`src/rtl/skid_pipe_register.sv`:
```
// -----------------------------------------------------------------------------
// skid_pipe_register
//
// Pipeline stage register with a valid/ready handshake on both sides. It is a
// drop-in replacement for a load-enabled register at a pipeline stage boundary
// where the downstream stage can apply back-pressure.
//
// A one-entry skid buffer lets in_ready come straight from a flop and still
// sustain one transfer per cycle. After downstream stalls, at most one extra
// word is absorbed into the skid register.
//
// Optional feature macro: SKID_PIPE_REGISTER_FLUSH_EN
//   defined   : flush squashes all held entries. Both valid bits clear, the
//               data registers keep their contents, and any input transfer in
//               that cycle is dropped.
//   undefined : the flush port is present but ignored. No flush logic exists.
//
// Parameters
//   WIDTH       payload width in bits (>= 1)
//   RESET_VALUE value of out_data and the skid data register after reset
//
// Ports
//   clk        rising-edge clock
//   rst        synchronous active-low reset
//   flush      synchronous squash of held entries (see macro above)
//   in_valid   upstream presents in_data
//   in_ready   stage can accept data (registered)
//   in_data    upstream payload
//   out_valid  out_data is valid (registered)
//   out_ready  downstream accepts out_data
//   out_data   payload, driven directly from the main register
//   occupancy  number of held entries, 0..2 (registered)
// -----------------------------------------------------------------------------
module skid_pipe_register #(
  parameter int unsigned            WIDTH       = 32,
  parameter logic [WIDTH-1:0]       RESET_VALUE = '0
) (
  input  logic             clk,
  input  logic             rst,
  input  logic             flush,
  input  logic             in_valid,
  output logic             in_ready,
  input  logic [WIDTH-1:0] in_data,
  output logic             out_valid,
  input  logic             out_ready,
  output logic [WIDTH-1:0] out_data,
  output logic [1:0]       occupancy
);

  // EMPTY: nothing held. ONE: main register holds a word.
  // FULL: both main and skid registers hold words.
  typedef enum logic [1:0] {
    ST_EMPTY = 2'd0,
    ST_ONE   = 2'd1,
    ST_FULL  = 2'd2
  } state_t;

  state_t           state_reg;
  state_t           state_next;
  logic [WIDTH-1:0] main_data_reg;
  logic [WIDTH-1:0] skid_data_reg;
  logic             out_valid_reg;
  logic             in_ready_reg;
  logic [1:0]       occupancy_reg;

  // Data-path steering decided alongside the next state.
  logic load_main_from_in;
  logic load_main_from_skid;
  logic load_skid;

  logic flush_active;

`ifdef SKID_PIPE_REGISTER_FLUSH_EN
  assign flush_active = flush;
`else
  // The port stays in the interface so both builds are pin-compatible.
  // It is tied off here and has no effect.
  logic unused_flush;
  assign unused_flush = flush;
  assign flush_active = 1'b0;
`endif

  // Next-state and load decisions. The handshakes use the registered
  // in_ready/out_valid. In EMPTY, in_ready is 1, so in_valid alone is an
  // input transfer. In FULL, in_ready is 0, so in_valid is ignored.
  always_comb begin
    state_next          = state_reg;
    load_main_from_in   = 1'b0;
    load_main_from_skid = 1'b0;
    load_skid           = 1'b0;
    unique case (state_reg)
      ST_EMPTY: begin
        if (in_valid) begin
          load_main_from_in = 1'b1;
          state_next        = ST_ONE;
        end
      end
      ST_ONE: begin
        if (in_valid && out_ready) begin
          // Pop and push in the same cycle: occupancy stays at one.
          load_main_from_in = 1'b1;
        end else if (in_valid) begin
          load_skid  = 1'b1;
          state_next = ST_FULL;
        end else if (out_ready) begin
          state_next = ST_EMPTY;
        end
      end
      ST_FULL: begin
        if (out_ready) begin
          // The skid word moves up behind the popped word. This keeps
          // FIFO order.
          load_main_from_skid = 1'b1;
          state_next          = ST_ONE;
        end
      end
      default: begin
        state_next = ST_EMPTY;
      end
    endcase

    // A flush overrides every transition. Any input transfer in this cycle
    // is discarded, and the data registers keep what they hold.
    if (flush_active) begin
      state_next          = ST_EMPTY;
      load_main_from_in   = 1'b0;
      load_main_from_skid = 1'b0;
      load_skid           = 1'b0;
    end
  end

  // The state register and the registered outputs. The outputs are decoded
  // from state_next, so each one is a flop with no input-to-output path.
  always_ff @(posedge clk) begin
    if (!rst) begin
      state_reg     <= ST_EMPTY;
      main_data_reg <= RESET_VALUE;
      skid_data_reg <= RESET_VALUE;
      out_valid_reg <= 1'b0;
      in_ready_reg  <= 1'b1;
      occupancy_reg <= 2'd0;
    end else begin
      state_reg <= state_next;

      if (load_main_from_in) begin
        main_data_reg <= in_data;
      end else if (load_main_from_skid) begin
        main_data_reg <= skid_data_reg;
      end

      if (load_skid) begin
        skid_data_reg <= in_data;
      end

      unique case (state_next)
        ST_ONE: begin
          out_valid_reg <= 1'b1;
          in_ready_reg  <= 1'b1;
          occupancy_reg <= 2'd1;
        end
        ST_FULL: begin
          out_valid_reg <= 1'b1;
          in_ready_reg  <= 1'b0;
          occupancy_reg <= 2'd2;
        end
        default: begin
          out_valid_reg <= 1'b0;
          in_ready_reg  <= 1'b1;
          occupancy_reg <= 2'd0;
        end
      endcase
    end
  end

  assign out_data  = main_data_reg;
  assign out_valid = out_valid_reg;
  assign in_ready  = in_ready_reg;
  assign occupancy = occupancy_reg;

endmodule

```
`config.mk`:
```
export PLATFORM = sky130hd
export DESIGN_NAME = skid_pipe_register
export DESIGN_NICKNAME = d
export VERILOG_FILES = /design/src/rtl/skid_pipe_register.sv
export SDC_FILE = /design/constraint.sdc
export NUM_CORES = 1
export LEC_CHECK = 0
export ABC_AREA = 1
export BUFFER_PORTS_ARGS = -buffer_cell sky130_fd_sc_hd__clkbuf_2
export CAP_MARGIN = 20
export CORE_MARGIN = 4
export CORE_UTILIZATION = 40
export CTS_CLUSTER_DIAMETER = 150
export DETAILED_ROUTE_END_ITERATION = 10
export PLACE_DENSITY = 0.65
export SETUP_SLACK_MARGIN = 0.5
export SYNTH_ARGS = -nofsm -noshare
export SYNTH_HDL_FRONTEND = slang
export SYNTH_SLANG_ARGS = --single-unit
```
`constraint.sdc`:
```
create_clock -name clk -period 1.6 [get_ports clk]
set_clock_uncertainty 0.2 [all_clocks]
set_input_delay 0.32 -clock clk [delete_from_list [all_inputs] [get_ports clk]]
set_output_delay 0.32 -clock clk [all_outputs]
set_load 0.02 [all_outputs]
```
# ---- Word-level counts from Yosys, hierarchy flattened
# Index checks and enable logic that the tools add are counted.
dict set report word_totals {
  reg_bits 70
  input_bits 37
  out_inout_bits 36
  wordCells 32
}
dict set report classes {
  eq_ne 4
  n_mux 18
  n_reduce_logical 4
}
# op n
set op_table {}
lappend op_table {{32-bit two-way mux} 2}
lappend op_table {{2-bit two-way mux} 5}
lappend op_table {{1-bit two-way mux} 8}
lappend op_table {{2-bit case mux with 3 select lines} 1}
lappend op_table {{2-bit by 1-bit equality test with 1-bit output, second input constant} 2}
lappend op_table {{2-bit equality test, second input constant} 2}
lappend op_table {{2-bit case mux with 2 select lines} 1}
lappend op_table {{2-bit logical NOT} 1}
lappend op_table {{1-bit case mux with 2 select lines} 1}
lappend op_table {{2-bit nonzero test} 1}
lappend op_table {{2-bit OR reduction} 1}
lappend op_table {{1-bit logical AND} 1}

# ---- Depth between registers and ports, before layout
# Gate-level depths: netlist (run 1).
dict set report depth {
  word_depth 7
  ltp_mapped 9
  ltp_nobuf 9
}

# ---- Worst setup path after synthesis (run 1)
# OpenSTA, ideal clock, no wires.
dict set report synth_path {
  path_type {input to register}
  from {input out_ready}
  to {register occupancy_reg[0] (netlist: occupancy[0])}
  setup_ns 0.110
  t_arrival_ns 1.230
  required_ns 1.290
  slack_ns 0.061
  path_stages 9
  n_path_buf 0
  cell_sequence {inv_1 -> nand2_2 -> nand2_2 -> nand2_1 -> o21ai_1 -> inv_1 -> ha_1 -> nand2_1 -> inv_1}
}
dict set report synth_between {
  elab_chain_len 6
  elab_cells_between_ends 9
  cone_classes {eq/ne (2); mux (6); reduce/logical (1)}
}
# item line
set synth_lines {}
lappend synth_lines {{start: declaration} 45} ;# input logic out_ready,
lappend synth_lines {{2-bit two-way mux} 105} ;# end else if (out_ready) begin
lappend synth_lines {{2-bit two-way mux} 102} ;# end else if (in_valid) begin
lappend synth_lines {{2-bit two-way mux} 99} ;# if (in_valid && out_ready) begin
lappend synth_lines {{2-bit case mux with 3 select lines (*)} 91} ;# unique case (state_reg)
lappend synth_lines {{net state_next[0]} 59} ;# state_t state_next;
lappend synth_lines {{2-bit equality test or 2-bit by 1-bit equality test with 1-bit output (tied branches)} 155} ;# unique case (state_next)
lappend synth_lines {{2-bit case mux with 2 select lines (*)} 155}
lappend synth_lines {{end signal: assignment} 159} ;# occupancy_reg <= 2'd1;
lappend synth_lines {{end signal: assignment} 164} ;# occupancy_reg <= 2'd2;
lappend synth_lines {{end signal: assignment} 169} ;# occupancy_reg <= 2'd0;
lappend synth_lines {{end: declaration} 64} ;# logic [1:0] occupancy_reg;
# The timed path passes the listed nets; every way through them passes the cells marked *.
# A chain may end at the register's enable or synchronous reset.

# ---- Worst setup path in the final report (run 1)
dict set report layout_path {
  from {register state_reg[1]}
  to {register skid_data_reg[5]}
}
dict set report layout_between {
  elab_chain_len 2
}
# item line
set layout_lines {}
lappend layout_lines {{start: declaration} 58} ;# state_t state_reg;
lappend layout_lines {{start signal: assignment} 143} ;# state_reg <= state_next;
lappend layout_lines {{2-bit by 1-bit equality test with 1-bit output} 91}
lappend layout_lines {{1-bit two-way mux} 91}
lappend layout_lines {{end signal: assignment} 152} ;# skid_data_reg <= in_data;
lappend layout_lines {{end: declaration} 61} ;# logic [WIDTH-1:0] skid_data_reg;
# Every way passes these cells.

==> summary.txt, run 1 <==
Route
  – Routed wirelength normalized by instance count: 13.91 microns
  – Top layer in use: met4
  – DR WL met2: 4111 microns
  – Routed met3 length: 488 microns
  – Detailed-route via count: 2,945
  – Final Routed Wirelength: 8288 microns
  – Number of DRC violations after detailed-routing iteration 0: 101
  – Post-route DRC violation count: 0
  – Via count normalized by instance count: 4.941
  – ANT nets after route: 0
  – Wl on met1: 3606 microns
  – Pre-antenna DRT Iters: 4

CTS
  – Cts-stage hold buffer count: 0
  – Clock latency at the later pin of the worst-skew pair: 0.34 ns
  – Clock tree from TritonCTS: built
  – Clock net sink count: 70
  – Clock slew at reported path FFs: 0.07 ns
  – Count of H-tree levels built during CTS: 3
  – Root cell of the clock tree: sky130_fd_sc_hd__clkbuf_8
  – Number of CTS-inserted buffers: 9
  – Max Root-Sink Buffers: 2

Die
  – Ports placed on the boundary: 73
  – Core region area: 7253 sq um
  – Site row count: 31
  – Effective utilization at floorplan: 41.12%
  – Floorplan die area: 8903 sq um
  – Die width: 94.36 microns
  – Die Y: 94.36 microns

Worst setup path
  – Endpoint of the lowest-slack register-to-register path: skid_data_reg[5]$_SDFFE_PN0P_
  – CP Launch Type: register
  – Startpoint-to-endpoint class of the critical path: register to register
  – Critical path peak fanout: 30
  – Gate family responsible for the most delay along the worst path: flip-flops
  – Required time reported for the critical path endpoint: 1.62 ns
  – Standard cell with the maximum stage delay on the critical path: sky130_fd_sc_hd__dfxtp_4
  – Largest incremental delay on the critical path: 0.37 ns
  – Reg-to-reg startpoint: state_reg[1]$_SDFF_PN0_
  – Arrival @ worst endpoint: 1.49 ns
  – Total buffers and inverters traversed by the critical path: 2
  – Number of gates on the worst path with buffers counted: 6
  – Count of cells along the worst register-to-register path: 6
  – CP Capture Type: register
  – Setup slack of the most critical reg-to-reg path: 0.13 ns
  – Cells along the critical path: nor2_4, buf_4, nand3_4, buf_12, o21ai_1, a21oi_1

Place
  – Final weighted congestion in routability-driven placement: 0.7328
  – Number of placed instances, taps included: 554
  – Instance area after placement: 3606 sq um
  – Setup WS pre-CTS: -0.03787 ns
  – IO Port Bufs: 71
  – Half-perimeter wire length of the detailed placement result: 4835 microns

Global routing
  – Global route total overflow: 0
  – Global-route wire length before repair: 12,830 microns
  – Maximum number of pins on one net before global-route repair: 33
  – Overall routing resource usage: 18.25%
  – Antenna violations before repair: 0
  – Vias in the first global route: 2,777

Power and ir drop
  – Power Total: 4.277 mW
  – IR drop worst, VDD: 0.0005662 V
  – Power density normalized to cell area: 928.7 nW/um^2
  – Leakage Power: 1.947 nW

Timing
  – Worst-case setup margin in the final layout: 0.1342 ns
  – Post-Route Setup TNS: 0 ns
  – RSZ-0062 raised after global routing: yes
  – Time the worst path needs with I/O delays and setup: 1.466 ns
  – Worst rel slew slack: 83.57%
  – Final Setup Violations: 0
  – Share of the clock period used by the worst path after layout: 91.61%
  – Pins over their slew limit: 0
  – Highest achievable clock rate: 682.2 MHz
  – Final Hold Fails: 0
  – Tightest Pin Transition: 0.2464 ns

Logic synthesis
  – Sequential cell area fraction in the yosys report: 46.98%
  – Synthesized netlist net count: 430
  – Library cells used by synthesis: 16
  – Flop and latch count out of synthesis: 70
  – Syn_area_per_cell: 7.648 sq um
  – Gate count after technology mapping: 390
  – Summed instance area of the synthesized netlist: 2983 sq um
  – Warnings, synthesis: 0

Finish
  – Share of final-layout standard cells stronger than drive strength 1: 40.64%
  – Non-filler instance count after layout: 596
  – Area added between synthesis and finish: 54.40%
  – Non-Filler Cell Area, Final: 4606 sq um
  – Layout net count: 532
  – Fill cell count: 610
  – Multi-input logic area: 1386 sq um
  – Sequential cell area: 1454 sq um
  – N_diodes: 0

Job
  – Max-cap check violation count: 0

Worst hold path
  – Worst hold path depth: 3
  – WHS Endpoint: skid_data_reg[9]$_SDFFE_PN0P_
  – Hold/Removal Path Class: input port to register
  – Launch instance of the worst min-delay path: in_data[9]

Status
  – Result of the run: completed
==> report_power, final <==
part           internal, mW  leakage (nW)  switching [mW]
combinational         0.470          1.26           0.425
sequential             1.86         0.587          0.0757
clock                 0.757         0.102           0.689
==> layout make-up <==
class / instances / share of cell area, %
inverter: 42 / 3.749
multi-input combinational: 247 / 30.10
sequential: 70 / 31.57
timing repair buffer: 122 / 27.57
clock inverter: 6 / 1.331
clock buffer: 10 / 2.988
tap: 99 / 2.689
==> synth_stat cells <==
master                     count  area [sq um]
sky130_fd_sc_hd__inv_2         1         3.750
sky130_fd_sc_hd__nor2_4        1         11.26
sky130_fd_sc_hd__clkbuf_1     14         52.55
sky130_fd_sc_hd__nand2_2       2         12.51
sky130_fd_sc_hd__buf_2        17         85.08
sky130_fd_sc_hd__dfxtp_1      70          1401
sky130_fd_sc_hd__o21ai_0      35         175.2
sky130_fd_sc_hd__ha_1          3         37.54
sky130_fd_sc_hd__inv_1        41         153.9
sky130_fd_sc_hd__nand2_1      41         153.9
sky130_fd_sc_hd__nor2_1       10         37.54
sky130_fd_sc_hd__nand3b_1     29         217.7
sky130_fd_sc_hd__a21oi_1      59         295.3
sky130_fd_sc_hd__o21ai_1      27         135.1
sky130_fd_sc_hd__nand3_1      38         190.2
sky130_fd_sc_hd__nand3_2       2         20.02
==> how the worst max path moves through the flow <==
stage                     slack [ns]                    start                            end
after detailed placement       -0.04                 in_valid        occupancy[1]$_SDFF_PN0_
after floorplan                 0.22  state_reg[1]$_SDFF_PN0_           out_valid$_SDFF_PN0_
after global routing            0.04  state_reg[1]$_SDFF_PN0_  skid_data_reg[0]$_SDFFE_PN0P_
final                           0.13  state_reg[1]$_SDFF_PN0_  skid_data_reg[5]$_SDFFE_PN0P_
after CTS                       0.14  state_reg[1]$_SDFF_PN0_  skid_data_reg[5]$_SDFFE_PN0P_
after global placement         -0.03                 in_valid        occupancy[1]$_SDFF_PN0_
==> metal layers <==
layer  vias up  global-route usage, %
met2        72                  30.32
met4         0                  7.100
met1      1350                  22.87
li1       1515                      -
met5         -                      0
met3         8                  4.382
==> what timing repair did <==
item / CTS / global route
resized for setup: 117 / 71
pin swaps: 3 / 12
setup buffers: 11 / 11
endpoints found under the hold margin: 0 / 0
cloned: 0 / 4
setup endpoints to repair: 106 / 106
==> logic make-up (layout without fill, tap and decap cells) <==
| family | Yosys count | after routing | share of synthesized area [%] |
|---|---|---|---|
| AND/OR/NAND/NOR | 123 | 123 | 21.56 |
| AO/OA/AOI/OAI | 121 | 121 | 20.30 |
| buffers and inverters | 73 | 180 | 9.899 |
| flip-flops | 70 | 70 | 46.98 |
| adder cells (fa/ha/maj) | 3 | 3 | 1.259 |
==> cell usage in the layout, fill, tap and decap left out <==
cell | netlist | final
sky130_fd_sc_hd__inv_2 | 1 | 1
sky130_fd_sc_hd__buf_4 | 0 | 36
sky130_fd_sc_hd__clkinv_2 | 0 | 3
sky130_fd_sc_hd__nand3b_1 | 29 | 29
sky130_fd_sc_hd__buf_12 | 0 | 6
sky130_fd_sc_hd__nor2_4 | 1 | 1
sky130_fd_sc_hd__a21oi_1 | 59 | 53
sky130_fd_sc_hd__nor2_1 | 10 | 10
sky130_fd_sc_hd__inv_8 | 0 | 1
sky130_fd_sc_hd__clkinvlp_4 | 0 | 1
sky130_fd_sc_hd__nand3_4 | 0 | 2
sky130_fd_sc_hd__dfxtp_1 | 70 | 32
sky130_fd_sc_hd__o21ai_0 | 35 | 10
sky130_fd_sc_hd__bufinv_16 | 0 | 1
sky130_fd_sc_hd__dfxtp_4 | 0 | 2
sky130_fd_sc_hd__clkinv_4 | 0 | 1
sky130_fd_sc_hd__o21ai_2 | 0 | 5
sky130_fd_sc_hd__clkbuf_8 | 0 | 10
sky130_fd_sc_hd__o21ai_1 | 27 | 46
sky130_fd_sc_hd__clkbuf_16 | 0 | 4
sky130_fd_sc_hd__nand2_4 | 0 | 4
sky130_fd_sc_hd__ha_2 | 0 | 2
sky130_fd_sc_hd__ha_1 | 3 | 1
sky130_fd_sc_hd__clkbuf_2 | 0 | 35
sky130_fd_sc_hd__inv_1 | 41 | 38
sky130_fd_sc_hd__a21oi_2 | 0 | 6
sky130_fd_sc_hd__buf_8 | 0 | 38
sky130_fd_sc_hd__o21ai_4 | 0 | 1
sky130_fd_sc_hd__inv_4 | 0 | 1
sky130_fd_sc_hd__inv_6 | 0 | 1
sky130_fd_sc_hd__buf_6 | 0 | 3
sky130_fd_sc_hd__nand3_1 | 38 | 38
sky130_fd_sc_hd__nand2_2 | 2 | 1
sky130_fd_sc_hd__nand2_1 | 41 | 38
sky130_fd_sc_hd__dfxtp_2 | 0 | 36
==> per-stage QoR <==
stage / hold slack, ns / util [%]
floorplan: 0.2246 / -
global placement: 0.2324 / 49.72
detailed placement: 0.2372 / 49.72
CTS: 0.03446 / 59.15
global route: 0.05532 / 63.50
finish: 0.04442 / 63.50
==> worst min-delay path, cell delays in order <==
cell and delay, ns:
sky130_fd_sc_hd__clkbuf_2 0.10, sky130_fd_sc_hd__o21ai_1 0.06, sky130_fd_sc_hd__nor2_1 0.07
(Power assumes the default switching activity.)
==> inputs of run 2 (changes only) <==
--- a/config.mk
+++ b/config.mk
@@ -12,7 +12,6 @@
 export CORE_UTILIZATION = 40
 export CTS_CLUSTER_DIAMETER = 150
 export DETAILED_ROUTE_END_ITERATION = 10
-export PLACE_DENSITY = 0.65
 export SETUP_SLACK_MARGIN = 0.5
 export SYNTH_ARGS = -nofsm -noshare
 export SYNTH_HDL_FRONTEND = slang
==> constraint.sdc (replaced) <==
create_clock -name clk -period 1.65 [get_ports clk]
set_clock_uncertainty 0.2 [all_clocks]
set_input_delay 0.33 -clock clk [delete_from_list [all_inputs] [get_ports clk]]
set_output_delay 0.33 -clock clk [all_outputs]
set_load 0.02 [all_outputs]
==> run 2 against run 1 <==
Combinational power fell by 1%. Sequential cell count did not move. First-iteration DRC count rose by 24%. Sequential share of layout area barely moved. Critical path type unchanged. Largest cell class unchanged. Highest routed layer unchanged.
==> summary.txt, run 2 (synthesis gave the netlist of run 1 again) <==
CTS
  – Number of CTS-inserted buffers: 9 (unchanged)
  – Clock net sink count: 70 (unchanged)
  – Cts-stage hold buffer count: 0 (unchanged)
  – Count of H-tree levels built during CTS: 3 (unchanged)
  – Clock slew at reported path FFs: 0.08 ns (was 0.07 ns)
  – Max Root-Sink Buffers: 2 (unchanged)
  – Root cell of the clock tree: sky130_fd_sc_hd__clkbuf_8 (unchanged)
  – Clock latency at the later pin of the worst-skew pair: 0.34 ns (about the same)
  – Clock tree from TritonCTS: built (unchanged)

Timing
  – Post-Route Setup TNS: 0 ns (unchanged)
  – Final hold slack: 0.05713 ns (was 0.04442 ns)
  – Share of the clock period used by the worst path after layout: 92.10% (was 91.61%)
  – Highest achievable clock rate: 658.1 MHz (was 682.2 MHz)
  – RSZ-0062 raised after global routing: yes (unchanged)
  – Pins over their slew limit: 0 (unchanged)
  – Final Setup Violations: 0 (unchanged)
  – Time the worst path needs with I/O delays and setup: 1.520 ns (was 1.466 ns)
  – Worst rel slew slack: 78.99% (was 83.57%)
  – Final Hold Fails: 0 (unchanged)
  – Tightest Pin Transition: 0.3151 ns (was 0.2464 ns)

Finish
  – Commonest non-fill, non-tap cells in the layout: sky130_fd_sc_hd__a21oi_1 (59), sky130_fd_sc_hd__o21ai_1 (52), sky130_fd_sc_hd__nand2_1 (38), sky130_fd_sc_hd__buf_8 (38), sky130_fd_sc_hd__inv_1 (37) (was sky130_fd_sc_hd__a21oi_1 (53), sky130_fd_sc_hd__o21ai_1 (46))
  – Area added between synthesis and finish: 54.78% (was 54.40%)
  – Leading cell type in the layout, fill and taps excluded: sky130_fd_sc_hd__a21oi_1 (unchanged)
  – Non-filler instance count after layout: 586 (was 596)
  – Share of the core filled with cells: 63.65% (was 63.50%)
  – Fill cell count: 600 (was 610)
  – N_diodes: 0 (unchanged)
  – Sequential cell area: 1456 sq um (was 1454 sq um)
  – Layout net count: 522 (was 532)
  – Multi-input logic area: 1385 sq um (was 1386 sq um)
  – Share of final-layout standard cells stronger than drive strength 1: 38.40% (was 40.64%)

Route
  – ANT nets after route: 0 (unchanged)
  – Final Routed Wirelength: 8587 microns (was 8288 microns)
  – Via count normalized by instance count: 5.031 (was 4.941)
  – Number of DRC violations after detailed-routing iteration 0: 125 (was 101)
  – Detailed-route via count: 2,948 (was 2,945)
  – Post-route DRC violation count: 0 (unchanged)
  – Routed wirelength normalized by instance count: 14.65 microns (was 13.91 microns)
  – Pre-antenna DRT Iters: 4 (unchanged)

Global routing
  – Maximum number of pins on one net before global-route repair: 42 (was 33)
  – Overall routing resource usage: 18.58% (was 18.25%)
  – Global-route wire length before repair: 12,940 microns (was 12,830 microns)
  – Vias in the first global route: 2,689 (was 2,777)
  – Antenna violations before repair: 0 (unchanged)
  – Global route total overflow: 0 (unchanged)

Worst hold path
  – Worst hold path depth: 3 (unchanged)
  – Hold/Removal Path Class: input port to register (unchanged)

Die
  – Die width: 94.36 microns (unchanged)
  – Die Y: 94.36 microns (unchanged)
  – Core region area: 7253 sq um (unchanged)
  – Site row count: 31 (unchanged)
  – Ports placed on the boundary: 73 (unchanged)
  – Floorplan die area: 8903 sq um (unchanged)
  – Effective utilization at floorplan: 41.12% (unchanged)

Worst setup path
  – Number of gates on the worst path with buffers counted: 8 (was 6)
  – CP Capture Type: register (unchanged)
  – Standard cell with the maximum stage delay on the critical path: sky130_fd_sc_hd__dfxtp_4 (unchanged)
  – Arrival @ worst endpoint: 1.57 ns (was 1.49 ns)
  – Critical path peak fanout: 4 (was 30)
  – Required time reported for the critical path endpoint: 1.70 ns (was 1.62 ns)
  – Gate family responsible for the most delay along the worst path: flip-flops (unchanged)
  – Count of cells along the worst register-to-register path: 8 (was 6)
  – Largest incremental delay on the critical path: 0.36 ns (was 0.37 ns)
  – Total buffers and inverters traversed by the critical path: 3 (was 2)
  – Cells along the critical path: buf_4, nand3_4, nand2_4, o21ai_4, inv_2, ha_4, nand2_2, inv_1 (was nor2_4, buf_4, nand3_4, buf_12, o21ai_1, a21oi_1)
  – CP Launch Type: register (unchanged)
  – Startpoint-to-endpoint class of the critical path: register to register (unchanged)

Place
  – Half-perimeter wire length of the detailed placement result: 4776 microns (was 4835 microns)
  – IO Port Bufs: 71 (unchanged)
  – Final weighted congestion in routability-driven placement: 0.7259 (was 0.7328)
  – Number of placed instances, taps included: 544 (was 554)

Power and ir drop
  – Power density normalized to cell area: 954.2 nW/um^2 (was 928.7 nW/um^2)
  – Leakage Power: 1.938 nW (was 1.947 nW)
  – IR drop worst, VDD: 0.0004231 V (was 0.0005662 V)

Job
  – Max-cap check violation count: 0 (unchanged)

Status
  – Result of the run: completed (unchanged)
## run 2: cell types whose count changed in the layout (fill, tap and decap cells not counted), moves of 2 or more
cell,change
sky130_fd_sc_hd__a21oi_1,+6
sky130_fd_sc_hd__a21oi_2,-6
sky130_fd_sc_hd__buf_12,+2
sky130_fd_sc_hd__buf_4,-16
sky130_fd_sc_hd__buf_6,+4
sky130_fd_sc_hd__ha_4,+2
sky130_fd_sc_hd__nand3_1,-3
sky130_fd_sc_hd__nand3_2,+3
sky130_fd_sc_hd__o21ai_1,+6
sky130_fd_sc_hd__o21ai_2,-5
## run 2: stage by stage
| step | power, mW | cell area (sq um) | worst slack [ns] |
|---|---|---|---|
| global route | 4.606 | 4617 | 0.09208 |
| detailed placement | 2.475 | 3553 | -0.005259 |
| floorplan | 2.260 | 3067 | 0.2670 |
| CTS | 4.302 | 4347 | 0.2184 |
| finish | 4.405 | 4617 | 0.1304 |
| global placement | 2.463 | 3553 | 0.02677 |
## run 2: tightest hold or removal path, stage by stage
cell	delay, ns
sky130_fd_sc_hd__clkbuf_2	0.09
sky130_fd_sc_hd__o21ai_1	0.06
sky130_fd_sc_hd__a21oi_1	0.09
## run 2: final cells by class
class	instances	share of cell area, %
clock inverter	5	1.707
clock buffer	11	3.523
timing repair buffer	112	26.80
multi-input combinational	247	30.00
tap	99	2.683
sequential	70	31.54
inverter	42	3.740
## run 2: power breakdown
part	total [mW]	switching, mW	internal, mW
clock	1.65	0.664	0.982
sequential	1.88	0.0722	1.80
combinational	0.884	0.420	0.464
## run 2: worst paths after layout
kind	slack [ns]	endpoint	start
worst max-delay path	0.13	occupancy[0]$_SDFF_PN0_	state_reg[1]$_SDFF_PN0_
worst min-delay path	0.06	skid_data_reg[18]$_SDFFE_PN0P_	in_data[18]
worst max register to register	0.13	occupancy[0]$_SDFF_PN0_	state_reg[1]$_SDFF_PN0_
worst min register to register	0.25	skid_data_reg[0]$_SDFFE_PN0P_	skid_data_reg[0]$_SDFFE_PN0P_
## run 2: timing repair
action | CTS | global route
setup endpoints to repair | 106 | 106
buffers inserted | 10 | 10
pin swaps | 3 | 11
cloned | 1 | 5
resized for setup | 131 | 49
## run 2: routing by layer
| layer | up-vias | wire length [microns] | GRT usage, % |
|---|---|---|---|
| li1 | 1496 | - | - |
| met1 | 1371 | 3990 | 24.15 |
| met2 | 74 | 4117 | 30.20 |
| met3 | 7 | 370 | 3.904 |
| met4 | 0 | 109 | 7.220 |
| met5 | - | 0 | 0 |
==> inputs of run 3 (changes only) <==
--- a/config.mk
+++ b/config.mk
@@ -9,7 +9,7 @@
 export BUFFER_PORTS_ARGS = -buffer_cell sky130_fd_sc_hd__clkbuf_2
 export CAP_MARGIN = 20
 export CORE_MARGIN = 4
-export CORE_UTILIZATION = 40
+export CORE_UTILIZATION = 25
 export CTS_CLUSTER_DIAMETER = 150
 export DETAILED_ROUTE_END_ITERATION = 10
 export SETUP_SLACK_MARGIN = 0.5
==> run 3 against run 2 <==
Sequential share of layout area is 0.24 points higher. Critical endpoint unchanged. Clock-buffer cell count grew 4. Largest cell class unchanged. Register-to-register slack better by 0.07 ns. Wire length shrank 1.1%.
==> summary.txt, run 3 (synthesis gave the netlist of run 1 again) <==
Timing
  – Highest achievable clock rate: 688.4 MHz (was 658.1 MHz)
  – Worst rel slew slack: 81.46% (was 78.99%)
  – Tightest Pin Transition: 0.2781 ns (was 0.3151 ns)
  – Final Setup Violations: 0 (unchanged)
  – RSZ-0062 raised after global routing: yes (unchanged)
  – Pins over their slew limit: 0 (unchanged)
  – Final hold slack: 0.04415 ns (was 0.05713 ns)
  – Time the worst path needs with I/O delays and setup: 1.453 ns (was 1.520 ns)
  – Final Hold Fails: 0 (unchanged)
  – Share of the clock period used by the worst path after layout: 88.03% (was 92.10%)

Worst setup path
  – Total buffers and inverters traversed by the critical path: 2 (was 3)
  – CP Launch Type: register (unchanged)
  – Largest incremental delay on the critical path: 0.38 ns (was 0.36 ns)
  – Arrival @ worst endpoint: 1.49 ns (was 1.57 ns)
  – Cells along the critical path: nor2_4, nand2_4, nand2_4, o21ai_4, inv_2, ha_4, nand2_2, inv_1 (was buf_4, nand3_4, nand2_4, o21ai_4, inv_2, ha_4, nand2_2, inv_1)
  – Critical path peak fanout: 4 (unchanged)
  – CP Capture Type: register (unchanged)
  – Standard cell with the maximum stage delay on the critical path: sky130_fd_sc_hd__dfxtp_4 (unchanged)
  – Required time reported for the critical path endpoint: 1.68 ns (was 1.70 ns)
  – Startpoint-to-endpoint class of the critical path: register to register (unchanged)
  – Gate family responsible for the most delay along the worst path: flip-flops (unchanged)
  – Most repeated library cell on the critical path: sky130_fd_sc_hd__nand2_4

Power and ir drop
  – IR drop worst, VDD: 0.0005453 V (was 0.0004231 V)
  – Leakage Power: 1.888 nW (was 1.938 nW)
  – Power Total: 4.436 mW (was 4.405 mW)
  – Power density normalized to cell area: 969.7 nW/um^2 (was 954.2 nW/um^2)

Route
  – Via count normalized by instance count: 4.747 (was 5.031)
  – Pre-antenna DRT Iters: 6 (was 4)
  – Post-route DRC violation count: 0 (unchanged)
  – ANT nets after route: 0 (unchanged)
  – Final Routed Wirelength: 8492 microns (was 8587 microns)
  – Detailed-route via count: 2,962 (was 2,948)
  – Routed wirelength normalized by instance count: 13.61 microns (was 14.65 microns)
  – Number of DRC violations after detailed-routing iteration 0: 116 (was 125)

Die
  – Core region area: 11,560 sq um (was 7253 sq um)
  – Die Y: 117.2 microns (was 94.36 microns)
  – Floorplan die area: 13,740 sq um (was 8903 sq um)
  – Effective utilization at floorplan: 25.79% (was 41.12%)
  – Site row count: 39 (was 31)
  – Ports placed on the boundary: 73 (unchanged)
  – Die width: 117.2 microns (was 94.36 microns)

Global routing
  – Maximum number of pins on one net before global-route repair: 39 (was 42)
  – Overall routing resource usage: 12.81% (was 18.58%)
  – Met1 global-route usage: 15.10% (was 24.15%)
  – Global routing met3 resource utilization: 5.244% (was 3.904%)
  – Busiest layer in global routing: met2 (unchanged)
  – Global route total overflow: 0 (unchanged)
  – Global-route wire length before repair: 13,520 microns (was 12,940 microns)
  – Antenna violations before repair: 0 (unchanged)
  – Vias in the first global route: 2,868 (was 2,689)
  – Met2 capacity usage during global routing: 20.14% (was 30.20%)

Finish
  – Share of the core filled with cells: 39.55% (was 63.65%)
  – Fill cell count: 1,149 (was 600)
  – N_diodes: 0 (unchanged)
  – Non-filler instance count after layout: 624 (was 586)
  – Layout net count: 516 (was 522)
  – Share of final-layout standard cells stronger than drive strength 1: 37.84% (was 38.40%)
  – Commonest non-fill, non-tap cells in the layout: sky130_fd_sc_hd__a21oi_1 (57), sky130_fd_sc_hd__o21ai_1 (46), sky130_fd_sc_hd__nand3_1 (38), sky130_fd_sc_hd__buf_8 (38) (was sky130_fd_sc_hd__a21oi_1 (59), sky130_fd_sc_hd__o21ai_1 (52), sky130_fd_sc_hd__nand2_1 (38), sky130_fd_sc_hd__buf_8 (38), sky130_fd_sc_hd__inv_1 (37))
  – Area added between synthesis and finish: 53.36% (was 54.78%)
  – Leading cell type in the layout, fill and taps excluded: sky130_fd_sc_hd__a21oi_1 (unchanged)

CTS
  – Clock net sink count: 70 (unchanged)
  – Max Root-Sink Buffers: 2 (unchanged)
  – Clock tree from TritonCTS: built (unchanged)
  – Cts-stage hold buffer count: 0 (unchanged)
  – Clock latency at the later pin of the worst-skew pair: 0.33 ns (was 0.34 ns)
  – Root cell of the clock tree: sky130_fd_sc_hd__clkbuf_16 (was sky130_fd_sc_hd__clkbuf_8)
  – Count of H-tree levels built during CTS: 3 (unchanged)
  – Clock slew at reported path FFs: 0.05 ns (was 0.08 ns)
  – Number of CTS-inserted buffers: 9 (unchanged)

Worst hold path
  – Hold/Removal Path Class: input port to register (unchanged)

Place
  – Half-perimeter wire length of the detailed placement result: 5395 microns (was 4776 microns)
  – IO Port Bufs: 71 (unchanged)
  – Number of placed instances, taps included: 590 (was 544)
  – Final weighted congestion in routability-driven placement: 0.7323 (was 0.7259)

Status
  – Result of the run: completed (unchanged)

Job
  – Max-cap check violation count: 0 (unchanged)
run 3: changes by cell type in the layout (fill, tap and decap cells not counted), sizes merged:
| cell | before | now |
|---|---|---|
| buf | 74 | 71 |
| clkbuf | 49 | 50 |
| clkinv | 3 | 1 |
| bufinv | 2 | 0 |
run 3: final cells by class:
cell class,count,area [sq um],area share (%)
repair buffers,106,1100,24.04
inverters,42,175.2,3.829
flip-flops and latches,70,1454,31.78
clock buffers,15,257.7,5.635
multi-input cells,247,1404,30.69
clock inverters,1,5.005,0.1094
well taps,143,178.9,3.911
run 3: metrics by stage:
| step | cell area, sq um | worst slack (ns) | TNS (ns) |
|---|---|---|---|
| after global placement | 3611 | -0.003930 | -0.003930 |
| final | 4574 | 0.1974 | 0 |
| after detailed placement | 3611 | 0.01595 | 0 |
| after floorplan | 3067 | 0.2670 | 0 |
| after global routing | 4574 | 0.1085 | 0 |
| after CTS | 4400 | 0.2287 | 0 |
run 3: worst paths after layout:
kind | slack [ns] | start | cells past startpoint | endpoint
setup / recovery | 0.20 | state_reg[1]$_SDFF_PN0_ | 8 | occupancy[0]$_SDFF_PN0_
hold / removal | 0.04 | in_data[10] | 3 | skid_data_reg[10]$_SDFFE_PN0P_
setup reg to reg | 0.20 | state_reg[1]$_SDFF_PN0_ | 8 | occupancy[0]$_SDFF_PN0_
hold reg to reg | 0.25 | skid_data_reg[7]$_SDFFE_PN0P_ | 2 | skid_data_reg[7]$_SDFFE_PN0P_
run 3: metal layers:
layer,share of wire [%],up-vias,wire [microns]
met5,0,-,0
met4,2.2,0,187
met3,5.9,17,504
met2,47,94,4024
met1,44,1371,3776
li1,-,1480,-
run 3: report_power, final:
group / switching, mW / leakage (nW) / internal, mW
Clock: 0.687 / 0.128 / 1.06
Combinational: 0.404 / 1.17 / 0.404
Sequential: 0.0737 / 0.587 / 1.81
Total: 1.17 / 1.89 / 3.27
run 3: repair_timing:
| item | CTS | global route |
|---|---|---|
| pin swaps | 5 | 4 |
| endpoints found under the setup margin | 106 | 106 |
| setup buffers | 8 | 9 |
| gates resized for setup | 129 | 54 |
| gates cloned | 1 | 0 |
run 3: worst min-delay path, cell delays in order:
cell and delay [ns]:
sky130_fd_sc_hd__clkbuf_2 0.08, sky130_fd_sc_hd__o21ai_1 0.06, sky130_fd_sc_hd__nor2_1 0.07
